`src/rtl/song_reader.sv`:
```
// Song ROM sequencer: fetches {advance, note, duration, meta} words and hands notes
// to round-robin voices. Optional `SONG_READER_LOOP_EN repeats the song instead of stopping.
module song_reader #(
    parameter int NUM_VOICES = 3,
    parameter int SONG_W     = 2,
    parameter int IDX_W      = 5
) (
    input  logic                    clk,
    input  logic                    reset,
    input  logic                    play,
    input  logic [SONG_W-1:0]       song,
    input  logic                    beat,
    output logic [SONG_W+IDX_W-1:0] addr,
    input  logic [15:0]             dout,
    output logic [NUM_VOICES-1:0]   note_load,
    output logic [5:0]              note_out,
    output logic [5:0]              dur_out,
    output logic [2:0]              meta_out,
    output logic                    song_done
);

    localparam int VP_W = $clog2(NUM_VOICES);

    typedef enum logic [2:0] {
        S_IDLE,
        S_FETCH,
        S_ROMWAIT,
        S_DISPATCH,
        S_HOLD,
        S_DONE
    } state_t;

    state_t                    state_q, state_d;
    logic [IDX_W-1:0]          index_q, index_d;
    logic [VP_W-1:0]           voice_ptr_q, voice_ptr_d;
    logic [5:0]                wait_cnt_q, wait_cnt_d;
    logic [SONG_W-1:0]         song_latched_q, song_latched_d;
    logic [SONG_W+IDX_W-1:0]   addr_q, addr_d;
    logic [5:0]                note_q, note_d;
    logic [5:0]                dur_q, dur_d;
    logic [2:0]                meta_q, meta_d;

    logic                      w_adv;
    logic [5:0]                w_note;
    logic [5:0]                w_dur;
    logic [2:0]                w_meta;

    logic                      song_change;
    logic                      last_entry;
    logic                      entry_end;
    logic                      dispatch_strobe;
    logic                      final_step;
    logic                      note_strobe;

    assign w_adv  = dout[15];
    assign w_note = dout[14:9];
    assign w_dur  = dout[8:3];
    assign w_meta = dout[2:0];

    assign song_change = (state_q != S_IDLE) && (state_q != S_DONE) && (song != song_latched_q);
    assign last_entry  = (index_q == {IDX_W{1'b1}});

    // State register
    always_ff @(posedge clk) begin
        if (reset) begin
            state_q        <= S_IDLE;
            index_q        <= '0;
            voice_ptr_q    <= '0;
            wait_cnt_q     <= '0;
            song_latched_q <= '0;
            addr_q         <= '0;
            note_q         <= '0;
            dur_q          <= '0;
            meta_q         <= '0;
        end else begin
            state_q        <= state_d;
            index_q        <= index_d;
            voice_ptr_q    <= voice_ptr_d;
            wait_cnt_q     <= wait_cnt_d;
            song_latched_q <= song_latched_d;
            addr_q         <= addr_d;
            note_q         <= note_d;
            dur_q          <= dur_d;
            meta_q         <= meta_d;
        end
    end

    // Next-state logic; a song change overrides everything, including pause.
    always_comb begin
        state_d         = state_q;
        index_d         = index_q;
        voice_ptr_d     = voice_ptr_q;
        wait_cnt_d      = wait_cnt_q;
        song_latched_d  = song_latched_q;
        addr_d          = addr_q;
        note_d          = note_q;
        dur_d           = dur_q;
        meta_d          = meta_q;
        entry_end       = 1'b0;
        dispatch_strobe = 1'b0;
        final_step      = 1'b0;

        if (song_change) begin
            state_d        = S_FETCH;
            index_d        = '0;
            voice_ptr_d    = '0;
            wait_cnt_d     = '0;
            song_latched_d = song;
            addr_d         = {song, {IDX_W{1'b0}}};
        end else begin
            case (state_q)
                S_IDLE: begin
                    index_d     = '0;
                    voice_ptr_d = '0;
                    if (play) begin
                        song_latched_d = song;
                        state_d        = S_FETCH;
                    end
                end
                S_FETCH: begin
                    if (play) begin
                        addr_d  = {song_latched_q, index_q};
                        state_d = S_ROMWAIT;
                    end
                end
                S_ROMWAIT: begin
                    if (play) begin
                        state_d = S_DISPATCH;
                    end
                end
                S_DISPATCH: begin
                    if (play) begin
                        if (w_note != 6'd0) begin
                            dispatch_strobe = 1'b1;
                            note_d          = w_note;
                            dur_d           = w_dur;
                            meta_d          = w_meta;
                            voice_ptr_d     = (voice_ptr_q == VP_W'(NUM_VOICES - 1)) ?
                                              '0 : voice_ptr_q + VP_W'(1);
                        end
                        if (!w_adv) begin
                            // A chord member on the last entry still ends the song.
                            if (last_entry) begin
                                entry_end = 1'b1;
                            end else begin
                                index_d = index_q + IDX_W'(1);
                                state_d = S_FETCH;
                            end
                        end else if (w_dur == 6'd0) begin
                            entry_end = 1'b1;
                        end else begin
                            wait_cnt_d = w_dur;
                            state_d    = S_HOLD;
                        end
                    end
                end
                S_HOLD: begin
                    if (play && beat) begin
                        if (wait_cnt_q <= 6'd1) begin
                            wait_cnt_d = '0;
                            entry_end  = 1'b1;
                        end else begin
                            wait_cnt_d = wait_cnt_q - 6'd1;
                        end
                    end
                end
                S_DONE: begin
                    if (!play) begin
                        state_d = S_IDLE;
                    end
                end
                default: begin
                    state_d = S_IDLE;
                end
            endcase

            if (entry_end) begin
                voice_ptr_d = '0;
                if (!last_entry) begin
                    index_d = index_q + IDX_W'(1);
                    state_d = S_FETCH;
                end else begin
                    final_step = 1'b1;
`ifdef SONG_READER_LOOP_EN
                    index_d = '0;
                    state_d = S_FETCH;
`else
                    state_d = S_DONE;
`endif
                end
            end
        end
    end

    // Outputs: strobes are combinational with the decode so they land in the DISPATCH cycle.
    always_comb begin
        note_strobe = dispatch_strobe && !reset;
        song_done   = final_step && !reset;
        addr        = addr_q;
        note_out    = note_strobe ? w_note : note_q;
        dur_out     = note_strobe ? w_dur  : dur_q;
        meta_out    = note_strobe ? w_meta : meta_q;
    end

    generate
        for (genvar gi = 0; gi < NUM_VOICES; gi++) begin : g_voice_load
            assign note_load[gi] = note_strobe && (voice_ptr_q == VP_W'(gi));
        end
    endgenerate

endmodule
```
`config.mk`:
```
export PLATFORM = sky130hd
export DESIGN_NAME = song_reader
export DESIGN_NICKNAME = d
export VERILOG_FILES = /design/src/rtl/song_reader.sv
export SDC_FILE = /design/constraint.sdc
export NUM_CORES = 1
export LEC_CHECK = 0
export ABC_CLOCK_PERIOD_IN_PS = 2000
export CAP_MARGIN = 20
export CORE_MARGIN = 2
export CORE_UTILIZATION = 48
export CTS_BUF_LIST = sky130_fd_sc_hd__clkbuf_4 sky130_fd_sc_hd__clkbuf_8
export DETAILED_ROUTE_END_ITERATION = 12
export GPL_TIMING_DRIVEN = 0
export PLACE_DENSITY = 0.77
export SYNTH_ARGS = -nofsm -noshare
export SYNTH_HDL_FRONTEND = slang
export SYNTH_SLANG_ARGS = --single-unit
```
`constraint.sdc`:
```
create_clock -name clk -period 2 [get_ports clk]
set_clock_uncertainty 0.05 [all_clocks]
set_input_delay 0.4 -clock clk [delete_from_list [all_inputs] [get_ports clk]]
set_output_delay 0.4 -clock clk [all_outputs]
set_load 0.05 [all_outputs]
```
# Word-level counts from Yosys, hierarchy flattened
# Cells that the tools add are included.
# op_classes
eq_ne	31
order_cmp	1
bitwise_logic	1
n_shift	0
add_sub_neg	3
mul	0
mux	51
reduce_logical	29
n_div	0
# op_table
operator	count
6-bit two-way mux	7
3-bit two-way mux	11
4-bit != test, second input constant	7
5-bit two-way mux	5
7-bit two-way mux	3
3-bit != test, second input constant	7
3-bit one-hot mux with 6 select lines	1
8-bit AND reduction	2
1-bit two-way mux	14
2-bit two-way mux	6
2-bit != test, second input constant	6
6-bit one-hot mux with 2 select lines	1
5-bit != test, second input constant	2
5-bit one-hot mux with 2 select lines	1
2-bit nonzero test	5
1-bit logical AND	8
3-bit by 2-bit equality test with 1-bit output, second input constant	2
3-bit equality test, second input constant	2
6-bit by 1-bit <= comparator with 1-bit output, second input constant	1
6-bit zero test	1
2-bit AND reduction	3
6-bit nonzero test	1
6-bit by 1-bit subtractor with 6-bit output, second input constant	1
5-bit by 1-bit adder with 5-bit output, second input constant	1
other kinds (18)	18
# totals
ramBits	0
in_bits	22
mem_bits_ro	0
mem_count	0
register_bits	40
out_inout_bits	26
wordCells	127
latch_bits	0

# Longest topological paths before layout
# Gate-level depths: netlist (run 1).
# depth
word_depth	9
depth_mapped	8
ltp_nobuf	8

# Worst setup path before layout (run 1)
# No wires, ideal clock.
# synth_path
kind	input-to-output
from	in song[0]
to	out note_load[1]
t_arrival_ns	2.775
t_required_ns	1.550
n_path_buf	1
cell_stages	5
setup_slack_ns	-1.225
path_cell_list	xor2_1 > o22ai_4 > nand2b_1 > clkbuf_1 > nor4b_1
# synth_via
elab_chain_len	5
# synth_lines
element	line	rtl
start: declaration	11	input logic [SONG_W-1:0] song,
2-bit != test	60	assign song_change = (state_q != S_IDLE) && (state_q != S_DONE) && (song != song_latched_q);
1-bit logical AND	60	
1-bit two-way mux	103	if (song_change) begin
1-bit logical AND	197	note_strobe = dispatch_strobe && !reset;
1-bit logical AND	207	assign note_load[gi] = note_strobe && (voice_ptr_q == VP_W'(gi));
end: declaration	15	output logic [NUM_VOICES-1:0] note_load,
# Every way passes these cells.

# Worst setup path after layout (run 1)
# layout_path
from	reg state_q[2]
to	out meta_out[2]
# layout_via
elab_chain_len	6
word_cells_on_any_way	9
cone_classes	2 x eq/ne; 3 x mux; 4 x reduce/logical
# layout_lines
element	line	rtl
start: declaration	33	state_t state_q, state_d;
start signal: assignment	76	state_q <= state_d;
3-bit != test / 3-bit nonzero test (equally long branches)	60	
1-bit logical AND (2 in series)	60	
1-bit two-way mux (*)	103	
1-bit logical AND (*)	197	
3-bit two-way mux (*)	202	meta_out = note_strobe ? w_meta : meta_q;
end: declaration	18	output logic [2:0] meta_out,
# Mark *: on every way between the ends. The rest lies on a longest branch, timed or not.

==> impl_metrics.py, run 1 <==
metrics = {
    "power": {
        "p_per_area_nw_per_um2": 581,
        "total_power_uw": 2020,
        "peakVddDrop_uv": 380,
        "p_leak_uw": 0.00148,
    },
    "logic_synthesis": {
        "ys_top_cells_by_count": "dfxtp_1, nor2_1, a22o_1, mux2_2, mux2i_1",
        "synth_edf_count": 0,
        "seq_area_frac_synth": 0.354,
        "yosys_register_bits": 40,
        "syn_inst": 239,
        "synth_area_um2": 2260,
        "synth.most_common_cell": "dfxtp_1",
        "synth-async-reset-ratio": 0,
        "post_synth.cell_area_avg_um2": 9.45,
        "yosys-top-cells-area": "dfxtp_1, mux2_2, mux2i_1, a22o_1, nor2_1",
        "syn_nets": 266,
        "yosysTopAreaCell": "dfxtp_1",
        "ys.flop_type": "dfxtp_1",
        "synth_warnings": 0,
        "synth_cell_types": 53,
        "synthDominantCellAreaShare": 0.354,
    },
    "critical_path": {
        "arrival_ns": 1.97,
        "critPathTopFamily": "simple AND/OR/NAND/NOR gates",
        "critPathLaunchType": "register",
        "required_ns": 1.55,
        "critPathMaxFanout": 5,
        "path_buf_inv": 3,
        "slowest_delay_ns": 0.37,
        "worst_setup_path_end_kind": "output pin",
        "worstPathCellList": "and4b_1 -> buf_6 -> nand2_4 -> nor2_4 -> buf_4 -> mux2_2 -> buf_6",
        "worstSetupPathType": "reg2out",
        "path_common_cell": "buf_6",
        "cp_slowest_cell": "dfxtp_4",
    },
    "route": {
        "first_iter_violations": 99,
        "postRouteAntennaNets": 0,
        "drt_pass1_iterations": 6,
        "viasPerCell": 5.73,
        "via_count": 2131,
        "drc": 0,
        "avgRoutedWirePerCell_um": 16.6,
        "finalWirelength_um": 6160,
    },
    "sta": {
        "drv_slew": 0,
        "max_slew_margin": 0.642,
        "setup_viol": 29,
        "period_needed_ns": 2.42,
        "worstMarginPinSlew_ns": 0.533,
        "worst_slack_ns": -0.418,
        "clock.fmax_mhz": 414,
        "post-route-period-util": 1.21,
        "report.final.hold_viol_count": 0,
        "holdWs_ns": 0.433,
        "rsz0062_at_grt": "yes",
    },
    "place": {
        "dp_hpwl_um": 3960,
        "place_area_um2": 2960,
        "portBuffers": 47,
        "place_congestion": 0.827,
    },
    "outcome": {
        "violations": "negative setup slack",
        "status": "finished with violations",
    },
    "floorplanning": {
        "start_util": 0.508,
        "pin_count": 48,
        "core_area_um2": 4440,
        "fp.dieArea_um2": 5270,
        "num_rows": 24,
        "fp.dieW_um": 72.6,
        "die_y_um": 72.6,
    },
    "global_routing": {
        "grt_max_degree": 14,
        "grt_first_pass_wirelength_um": 10000,
        "grt_pass1_vias": 2094,
        "grt_overflow_total": 0,
        "use_met2": 0.402,
        "grt_use_total": 0.243,
        "grt-busiest-layer": "met2",
        "use_met1": 0.321,
        "met3_usage": 0.0442,
        "antenna_found_initial": 0,
    },
    "layout": {
        "design_area_um2": 3480,
        "drive_gt1_frac": 0.375,
        "areaGrowthSynthToFinish_pct": 53.9,
        "nNetsFinal": 346,
        "antennaDiodeCount": 0,
    },
    "job": {
        "maxCapViolCount": 0,
    },
    "clock_tree": {
        "tritoncts": "built",
        "cts_inserted_buffers": 5,
        "clk_pin_slew_worst_paths_ns": 0.08,
        "h-tree-depth": 2,
        "clk_latency_ns": 0.29,
        "clock-root-buffer": "clkbuf_8",
        "cts_buffer_depth": 2,
        "cts_num_sinks": 40,
    },
    "hold_path": {
        "min_path_type": "reg2reg",
    },
}
==> layout by cell type (no fill, tap or decap), drive strengths merged, types with 2 or more instances in the layout <==
cell,count
a211oi,8
ha,5
nand2,12
buf,58
a22o,16
and2,2
xor2,6
inv,6
o21ai,5
a21oi,10
nand2b,3
nor4,4
and3b,2
mux2i,15
and4b,2
or3,3
nor2b,7
clkdlybuf4s15,2
nor3,7
mux2,15
a21bo,2
nor3b,3
nor2,22
clkbuf,7
dfxtp,40
nand3,4
and3,2
dlymetal6s2s,5
a22oi,3
dlygate4sd2,8
clkdlybuf4s50,13
==> metrics by stage <==
stage / setup slack, ns / setup TNS [ns] / utilization / cells
CTS: -0.446 / -7.73 / 0.766 / 371
floorplan: -0.120 / -1.37 / - / 239
detailed placement: -1.47 / -37.95 / 0.665 / 338
global placement: -1.43 / -36.49 / 0.665 / 338
global route: -0.501 / -10.35 / 0.783 / 372
finish: -0.418 / -7.72 / 0.783 / 372
==> path summary, 6_finish.rpt <==
path                          start          end  slack [ns]  cells after the start
setup / recovery         state_q[2]  meta_out[2]       -0.42                      7
hold / removal             dur_q[4]     dur_q[4]        0.43                      1
setup reg to reg  song_latched_q[0]    note_q[0]       -0.08                      8
hold reg to reg            dur_q[4]     dur_q[4]        0.43                      1
==> area by class of cell <==
cell class / count / area (um^2)
clock inverter: 3 / 42.5
clock buffer: 5 / 68.8
timing repair buffer: 75 / 744
buffer: 13 / 100
inverter: 6 / 22.5
sequential: 40 / 817
multi-input combinational: 178 / 1620
fill: 289 / 966
tap: 52 / 65.1
==> kinds of logic (layout without fill, tap and decap cells) <==
logic type | count (synthesis) | count (layout) | share of synthesized area
buffers and inverters | 21 | 102 | 0.0487
AND/OR/NAND/NOR | 81 | 81 | 0.207
XOR/XNOR | 7 | 7 | 0.0271
flip-flops | 40 | 40 | 0.354
AO/OA/AOI/OAI | 55 | 55 | 0.194
multiplexers | 30 | 30 | 0.141
adder cells (fa/ha/maj) | 5 | 5 | 0.0277
==> per-layer routing <==
metal	part of all wire	routed length (um)	vias to the layer above
met5	0	0	-
met4	0.014	89	0
met3	0.043	262	9
met2	0.50	3060	55
met1	0.45	2750	1024
li1	-	-	1043
==> worst register-to-register path: stages, from the launching register on <==
cell,delay (ns)
dfxtp_1,0.39
xor2_1,0.27
o22ai_4,0.13
buf_4,0.15
buf_4,0.13
buf_4,0.15
a31oi_2,0.29
clkbuf_4,0.30
a22o_1,0.17
==> sequential cells by signal (all words and copies together) (netlist names) <==
register	cells
addr	7
dur_q	6
index_q	5
meta_q	3
note_q	6
song_latched_q	2
state_q	3
voice_ptr_q	2
wait_cnt_q	6
==> repair_timing <==
action	in CTS	in global routing
buffers inserted	24	6
hold buffers	0	0
setup endpoints to repair	39	35
gates cloned	1	0
pin swaps	10	6
gates resized for setup	169	30
==> power breakdown <==
group	internal (uW)	switching [uW]	total (uW)
combinational	227	275	502
sequential	822	28.6	851
clock	369	300	669
total	1420	604	2020
Note: power is estimated with default switching activity, not from simulation.
==> run 2, diff against run 1 <==
--- a/config.mk
+++ b/config.mk
@@ -13,6 +13,7 @@
 export DETAILED_ROUTE_END_ITERATION = 12
 export GPL_TIMING_DRIVEN = 0
 export PLACE_DENSITY = 0.77
+export SKIP_CTS_REPAIR_TIMING = 1
 export SYNTH_ARGS = -nofsm -noshare
 export SYNTH_HDL_FRONTEND = slang
 export SYNTH_SLANG_ARGS = --single-unit
==> impl_metrics.py, run 2 (same netlist as run 1, synthesis figures left out) <==
metrics = {
    "route": {
        "finalWirelength_um": 6400,
        "viasPerCell": 5.84,
        "via_count": 2124,
        "drc": 0,
        "avgRoutedWirePerCell_um": 17.6,
        "route.met3.wl_um": 292,
        "dr_wl_met2_um": 3300,
        "met1Wirelength_um": 2720,
        "top_layer_used": "met4",
        "drt_pass1_iterations": 4,
        "postRouteAntennaNets": 0,
        "first_iter_violations": 154,
    },
    "critical_path": {
        "worstSetupPathType": "reg2out",
        "r2r_slack_ns": -0.01,
        "slowest_delay_ns": 0.38,
        "worstPathCellList": "xor2_4 -> o22ai_4 -> nand2b_4 -> nor2_4 -> clkbuf_16 -> mux2_4 -> buf_6",
        "cp_slowest_cell": "dfxtp_4",
        "worst_setup_path_end_kind": "output pin",
        "arrival_ns": 2.15,
        "critPathMaxFanout": 6,
        "critPathLaunchType": "register",
        "required_ns": 1.55,
    },
    "outcome": {
        "violations": "negative setup slack",
        "status": "finished with violations",
    },
    "floorplanning": {
        "pin_count": 48,
        "start_util": 0.508,
        "core_area_um2": 4440,
        "fp.dieW_um": 72.6,
        "fp.dieArea_um2": 5270,
        "die_y_um": 72.6,
        "num_rows": 24,
    },
    "global_routing": {
        "grt_first_pass_wirelength_um": 9120,
        "grt_overflow_total": 0,
        "grt_use_total": 0.218,
        "grt_pass1_vias": 1907,
        "grt_max_degree": 14,
        "antenna_found_initial": 0,
    },
    "sta": {
        "rsz0062_at_grt": "yes",
        "holdWs_ns": 0.349,
        "drv_slew": 0,
        "worstMarginPinSlew_ns": 0.533,
        "period_needed_ns": 2.60,
        "worst_slack_ns": -0.597,
        "setup_viol": 20,
        "post-route-period-util": 1.30,
        "max_slew_margin": 0.642,
        "report.final.hold_viol_count": 0,
        "clock.fmax_mhz": 385,
    },
    "clock_tree": {
        "cts_num_sinks": 40,
        "clk_latency_ns": 0.30,
        "tritoncts": "built",
        "clock-root-buffer": "clkbuf_8",
        "cts_inserted_buffers": 5,
        "h-tree-depth": 2,
        "cts_buffer_depth": 2,
        "clk_pin_slew_worst_paths_ns": 0.08,
    },
    "hold_path": {
        "min_path_type": "in2reg",
    },
    "place": {
        "place_congestion": 0.827,
        "dp_slack_ns": -1.47,
        "dp_hpwl_um": 3960,
        "portBuffers": 47,
    },
    "layout": {
        "layout_common_cells": "dfxtp_1, nor2_1, buf_4, buf_6, a22o_1",
        "antennaDiodeCount": 0,
        "fillerInstances": 272,
        "fin_util": 0.782,
        "final_common_cell": "dfxtp_1",
        "areaGrowthSynthToFinish_pct": 53.8,
        "drive_gt1_frac": 0.353,
        "largest_reg_flops": 7,
        "nNetsFinal": 338,
    },
    "power": {
        "peakVddDrop_uv": 372,
        "p_per_area_nw_per_um2": 579,
        "total_power_uw": 2010,
        "p_leak_uw": 0.00151,
    },
    "job": {
        "maxCapViolCount": 0,
    },
}
## run 2: cell types whose count changed in the layout (fill, tap and decap cells not counted), moves of 2 or more
cell / delta
dlygate4sd2_1: -8
dfxtp_2: -2
dlymetal6s2s_1: +10
buf_12: +2
clkdlybuf4s15_1: -2
buf_4: -6
clkbuf_16: +2
buf_6: -8
## run 2: layout make-up
| class | count | area, um^2 | share of cell area |
|---|---|---|---|
| flip-flops and latches | 40 | 818 | 0.236 |
| well taps | 52 | 65.1 | 0.0187 |
| multi-input cells | 178 | 1610 | 0.463 |
| clock buffers | 5 | 68.8 | 0.0198 |
| clock inverters | 3 | 42.5 | 0.0122 |
| inverters | 6 | 22.5 | 0.00648 |
| plain buffers | 15 | 138 | 0.0396 |
| repair buffers | 65 | 709 | 0.204 |
## run 2: final timing paths
path              startpoint           to  depth (start not counted)
hold reg to reg     dur_q[4]     dur_q[4]                          1
setup reg to reg  index_q[1]   state_q[0]                          9
setup / recovery  state_q[2]  note_out[4]                          7
hold / removal      dout[12]    note_q[3]                          2
## run 2: critical path: cells and delay by family (launching register included)
family,cells,cell delay [ns]
muxes,1,0.30
and+or+nand+nor,2,0.38
DFF,1,0.38
AOI/OAI and AO/OA,1,0.22
xor gates and xnor gates,1,0.19
buffers and inverters,2,0.37
## run 2: per-layer routing
metal,track usage,vias to the layer above
met4,0.0782,0
met1,0.299,1029
met5,0,-
li1,-,1025
met2,0.342,60
met3,0.0428,10
## run 2: stage by stage
step	TNS [ns]	cell area (um^2)	instances
after floorplan	-1.37	2420	239
after global placement	-36.49	2960	338
after detailed placement	-37.95	2960	338
after CTS	-28.12	3070	346
after global routing	-11.59	3470	364
final	-10.13	3470	364
## run 2: power breakdown
part / switching, uW / internal (uW)
combinational: 273 / 217
clock: 303 / 369
sequential: 29.9 / 820
total: 606 / 1410
